--- src/rtl/bus_deserializer.sv ---
// Serial-to-parallel receive stage: hunts for a sync word to find word alignment,
// then emits aligned words and drops lock after too many words without a sync.
module bus_deserializer #(
    parameter int                    DATA_WIDTH   = 8,
    parameter logic [DATA_WIDTH-1:0] SYNC_PATTERN = 8'hA5,
    parameter int                    LOCK_TIMEOUT = 4
) (
    input  logic                  clk,
    input  logic                  rst,
    input  logic                  enable,
    input  logic                  serial_in,
    output logic [DATA_WIDTH-1:0] parallel_data,
    output logic                  data_valid,
    output logic                  sync_det,
    output logic                  locked,
    output logic                  lock_lost
);

    localparam int FW = $clog2(DATA_WIDTH + 1);
    localparam int BW = $clog2(DATA_WIDTH);
    localparam int GW = $clog2(LOCK_TIMEOUT + 1);

    localparam logic [FW-1:0] FILL_MAX  = FW'(DATA_WIDTH);
    localparam logic [FW-1:0] FILL_LAST = FW'(DATA_WIDTH - 1);
    localparam logic [BW-1:0] BIT_LAST  = BW'(DATA_WIDTH - 1);
    localparam logic [GW-1:0] GAP_LIMIT = GW'(LOCK_TIMEOUT);

    typedef enum logic {
        HUNT   = 1'b0,
        LOCKED = 1'b1
    } state_t;

    state_t                  state_reg, state_next;
    logic [DATA_WIDTH-1:0]   sr_reg, sr_next;
    logic [BW-1:0]           bit_cnt_reg, bit_cnt_next;
    logic [FW-1:0]           fill_cnt_reg, fill_cnt_next;
    logic [GW-1:0]           gap_cnt_reg, gap_cnt_next;
    logic [DATA_WIDTH-1:0]   data_reg, data_next;
    logic                    valid_reg, valid_next;
    logic                    sync_reg, sync_next;
    logic                    locked_reg, locked_next;
    logic                    lost_reg, lost_next;

    logic [DATA_WIDTH-1:0]   next_sr;
    logic                    window_full;
    logic                    word_done;
    logic                    sync_hit;
    logic [GW-1:0]           gap_inc;
    logic                    timeout;

    assign next_sr     = {sr_reg[DATA_WIDTH-2:0], serial_in};
    // The incoming bit completes a full window only once DATA_WIDTH-1 bits are already held,
    // so cleared register zeros can never masquerade as a sync word.
    assign window_full = (fill_cnt_reg >= FILL_LAST);
    assign word_done   = (bit_cnt_reg == BIT_LAST);
    assign sync_hit    = (next_sr == SYNC_PATTERN);
    assign gap_inc     = gap_cnt_reg + 1'b1;
    assign timeout     = (gap_inc == GAP_LIMIT);

    // State and datapath registers
    always_ff @(posedge clk or negedge rst) begin
        if (!rst) begin
            state_reg    <= HUNT;
            sr_reg       <= '0;
            bit_cnt_reg  <= '0;
            fill_cnt_reg <= '0;
            gap_cnt_reg  <= '0;
            data_reg     <= '0;
            valid_reg    <= 1'b0;
            sync_reg     <= 1'b0;
            locked_reg   <= 1'b0;
            lost_reg     <= 1'b0;
        end else begin
            state_reg    <= state_next;
            sr_reg       <= sr_next;
            bit_cnt_reg  <= bit_cnt_next;
            fill_cnt_reg <= fill_cnt_next;
            gap_cnt_reg  <= gap_cnt_next;
            data_reg     <= data_next;
            valid_reg    <= valid_next;
            sync_reg     <= sync_next;
            locked_reg   <= locked_next;
            lost_reg     <= lost_next;
        end
    end

    // Next-state logic
    always_comb begin
        state_next = state_reg;
        if (!enable) begin
            state_next = HUNT;
        end else begin
            case (state_reg)
                HUNT: begin
                    if (window_full && sync_hit)
                        state_next = LOCKED;
                end
                LOCKED: begin
                    if (word_done && !sync_hit && timeout)
                        state_next = HUNT;
                end
                default: state_next = HUNT;
            endcase
        end
    end

    // Datapath and registered-output next values
    always_comb begin
        sr_next       = sr_reg;
        bit_cnt_next  = bit_cnt_reg;
        fill_cnt_next = fill_cnt_reg;
        gap_cnt_next  = gap_cnt_reg;
        data_next     = data_reg;
        valid_next    = 1'b0;
        sync_next     = 1'b0;
        locked_next   = locked_reg;
        lost_next     = 1'b0;

        if (!enable) begin
            // Flush keeps the last word visible but forgets all alignment
            sr_next       = '0;
            bit_cnt_next  = '0;
            fill_cnt_next = '0;
            gap_cnt_next  = '0;
            locked_next   = 1'b0;
        end else begin
            sr_next = next_sr;
            case (state_reg)
                HUNT: begin
                    locked_next = 1'b0;
                    if (fill_cnt_reg != FILL_MAX)
                        fill_cnt_next = fill_cnt_reg + 1'b1;
                    if (window_full && sync_hit) begin
                        locked_next  = 1'b1;
                        sync_next    = 1'b1;
                        data_next    = next_sr;
                        bit_cnt_next = '0;
                        gap_cnt_next = '0;
                    end
                end
                LOCKED: begin
                    bit_cnt_next = word_done ? '0 : bit_cnt_reg + 1'b1;
                    if (word_done) begin
                        data_next = next_sr;
                        if (sync_hit) begin
                            sync_next    = 1'b1;
                            gap_cnt_next = '0;
                        end else begin
                            valid_next = 1'b1;
                            if (timeout) begin
                                lost_next     = 1'b1;
                                locked_next   = 1'b0;
                                fill_cnt_next = '0;
                                gap_cnt_next  = '0;
                            end else begin
                                gap_cnt_next = gap_inc;
                            end
                        end
                    end
                end
                default: begin
                    locked_next = 1'b0;
                end
            endcase
        end
    end

    assign parallel_data = data_reg;
    assign data_valid    = valid_reg;
    assign sync_det      = sync_reg;
    assign locked        = locked_reg;
    assign lock_lost     = lost_reg;

endmodule

--- config.mk ---
export PLATFORM = sky130hd
export DESIGN_NAME = bus_deserializer
export DESIGN_NICKNAME = d
export VERILOG_FILES = /design/src/rtl/bus_deserializer.sv
export SDC_FILE = /design/constraint.sdc
export NUM_CORES = 1
export LEC_CHECK = 0
export BUFFER_PORTS_ARGS = -buffer_cell sky130_fd_sc_hd__buf_2
export CAP_MARGIN = 5
export CORE_UTILIZATION = 30
export CTS_CLUSTER_SIZE = 40
export DETAILED_ROUTE_END_ITERATION = 12
export PLACE_DENSITY = 0.45
export SETUP_SLACK_MARGIN = 0.02
export SLEW_MARGIN = 5
export SYNTH_ARGS = -nofsm -noshare
export SYNTH_HDL_FRONTEND = slang
export SYNTH_SLANG_ARGS = --single-unit
--- constraint.sdc ---
create_clock -name clk -period 2.6 [get_ports clk]
set_clock_uncertainty 0.2 [all_clocks]
set_input_delay 0.39 -clock clk [delete_from_list [all_inputs] [get_ports clk]]
set_output_delay 0.39 -clock clk [all_outputs]
set_load 0.02 [all_outputs]
==> impl_metrics.py <==
metrics = {
    "outcome": {
        "status": "complete, no violations",
    },
    "synthesis": {
        "yosysSeqAreaShare_pct": 53.4,
        "synth_common_cells": "dfrtp_1 (30), nand2_1 (8), and2_1 (7), inv_1 (7), ha_1 (6)",
        "synth.top_cell.area_share_pct": 53.4,
        "synth_warnings": 0,
        "synthMostInstantiatedCell": "dfrtp_1",
        "ys_ff_latch": 30,
        "yosysUniqueCellTypes": 34,
        "synthFlopType": "dfrtp_1",
        "netlist_top_cells_area": "dfrtp_1 (53%), ha_1 (5.3%), mux2_4 (4.3%), and2_1 (3.1%), a32o_1 (2.8%)",
        "avgSynthCellArea_um2": 11.8,
        "synth_edf_count": 0,
        "async_reset_ff_share_pct": 100,
        "syn_area_mm2": 0.00141,
        "syn_nets": 129,
        "postSynthCellCount": 119,
        "synth.largest_area_cell": "dfrtp_1",
    },
    "place": {
        "dpl.hpwl_mm": 1.89,
        "io_buffers": 15,
        "dpl-instance-area_mm2": 0.00153,
        "gp_congestion": 0.762,
    },
    "cells_and_area": {
        "antennaDiodeCount": 0,
        "drive_gt1_share_pct": 21.6,
        "largest_reg_flops": 8,
        "area_growth_pct": 16.1,
        "fin_util_pct": 37.0,
        "final_cell_area_mm2": 0.00163,
        "layout.nets": 148,
    },
    "critical_path": {
        "critPathKind": "reg2reg",
        "crit_arrival_ns": 2.01,
        "crit_required_ns": 2.56,
        "startpoint_type": "flip-flop",
        "critPathMaxFanout": 9,
        "worst_setup_path_end_kind": "flip-flop",
    },
    "detailed_routing": {
        "drt_pre_antenna_iters": 4,
        "initialDrtViolationCount": 41,
        "vias": 963,
        "route.final.wire_length_mm": 2.73,
        "viasPerCell": 5.04,
        "wl_per_cell_um": 14.3,
        "post-route-drc-count": 0,
        "ant_nets": 0,
    },
    "sta": {
        "tightest_slew_ns": 0.680,
        "rsz0062_at_grt": "no",
        "period_share_pct": 78.9,
        "drv_slew": 0,
        "finalHoldViolCount": 0,
        "slew_headroom_pct": 54.6,
        "fin_crit_ns": 2.05,
        "fmax_ghz": 0.488,
        "fin_tns_setup_ns": 0,
        "setup_viol": 0,
        "timing.hold.ws_ns": 0.184,
    },
    "clock_tree": {
        "clock_sinks": 30,
        "cts_made_buffers": 5,
        "post_cts_resized": 0,
        "post_cts_buffers": 0,
        "clk_pin_slew_ns": 0.07,
        "root_buffer": "clkbuf_8",
        "cts.path.max_buffers": 2,
        "clkLatencyLatePin_ns": 0.27,
        "cts_tree": "built",
        "htree_num_levels": 2,
    },
    "die": {
        "initial_utilization_pct": 31.8,
        "core_mm2": 0.00441,
        "die_h_um": 70.4,
        "dieArea_mm2": 0.00496,
        "io_pins": 16,
        "die_w_um": 70.4,
        "rows": 24,
    },
    "power": {
        "irDropWorstVdd_uv": 273,
        "powerDensity_mw_per_mm2": 614,
        "p_leak_uw": 0.000792,
    },
    "run": {
        "max_cap_viol_count": 0,
    },
    "global_routing": {
        "grt_pass1_vias": 1001,
        "grt.total_usage_pct": 12.3,
        "grt_pass1_wl_mm": 4.68,
        "grt_max_degree": 31,
        "grt-ovfl-total": 0,
        "antenna_found_initial": 0,
    },
    "min_path": {
        "hp-class": "in2reg",
    },
}
-- cells in the final DEF, fill, tap and decap left out, drive strengths merged, types with 2 or more instances in the layout --
master / count
ha: 6
dfrtp: 30
buf: 15
a31oi: 3
nand3: 2
nand2b: 2
mux2: 4
nand4: 2
and2: 7
clkbuf: 7
o21ai: 6
nand2: 9
nor4bb: 2
inv: 7
o41ai: 2
nand4bb: 2
nand3b: 3
a32o: 4
nor2b: 3
a21boi: 4
nor2: 5
a21oi: 2
-- worst max-delay path, stage by stage, from the launching register on --
cell and delay [ns]:
dfrtp_1 0.40, ha_1 0.20, ha_1 0.33, nand2_1 0.16, o41ai_2 0.09, nand2_2 0.23
mux2_4 0.33
-- stage by stage --
| step | worst slack [ns] | total power [uW] | instances |
|---|---|---|---|
| after detailed placement | 0.546 | 634 | 182 |
| after floorplan | 0.727 | 599 | 119 |
| after global placement | 0.564 | 629 | 182 |
| after CTS | 0.539 | 1020 | 191 |
| after global routing | 0.448 | 1070 | 191 |
| final | 0.550 | 1000 | 191 |
-- worst paths after layout --
check	endpoint	from	slack [ns]	cells after the start
min in group asynchronous	data_valid	rst	0.49	2
min	sr_reg[0]	serial_in	0.18	2
max in group asynchronous	parallel_data[6]	rst	1.27	2
max	parallel_data[0]	bit_cnt_reg[0]	0.55	6
min reg2reg	parallel_data[6]	parallel_data[6]	0.29	1
max reg2reg	parallel_data[0]	bit_cnt_reg[0]	0.55	6
-- layer usage --
| layer | up-vias | track usage, % | share of wire [%] |
|---|---|---|---|
| met4 | 0 | 4.00 | 0.70 |
| met5 | - | 0 | 0 |
| met2 | 12 | 20.3 | 47 |
| met3 | 2 | 3.61 | 3.8 |
| met1 | 484 | 15.3 | 48 |
| li1 | 465 | - | - |
-- cells by family after synthesis --
group | count (synthesis) | share of synthesized area [%]
compound gates | 27 | 15.0
fa+ha+maj | 6 | 5.34
buf+inv | 11 | 2.94
flops | 30 | 53.4
mux | 5 | 4.99
simple gates | 40 | 18.3
-- report_power, final --
group	leakage [uW]	switching (uW)	internal, uW
Combinational	0.000331	61.5	44.0
Sequential	0.000413	25.6	493
Clock	0.0000482	165	213
-- layout make-up --
class                   count  area, um^2
fillers                   424        2780
flip-flops and latches     30         751
multi-input cells          78         613
clock buffers               7        86.3
repair buffers             16        85.1
well taps                  52        65.1
inverters                   7        26.3
clock inverters             1        5.00
-- what timing repair did --
item,CTS,global route
endpoints found under the hold margin,30,0
setup endpoints to repair,0,0
hold buffers,1,0
(Power assumes the default switching activity.)
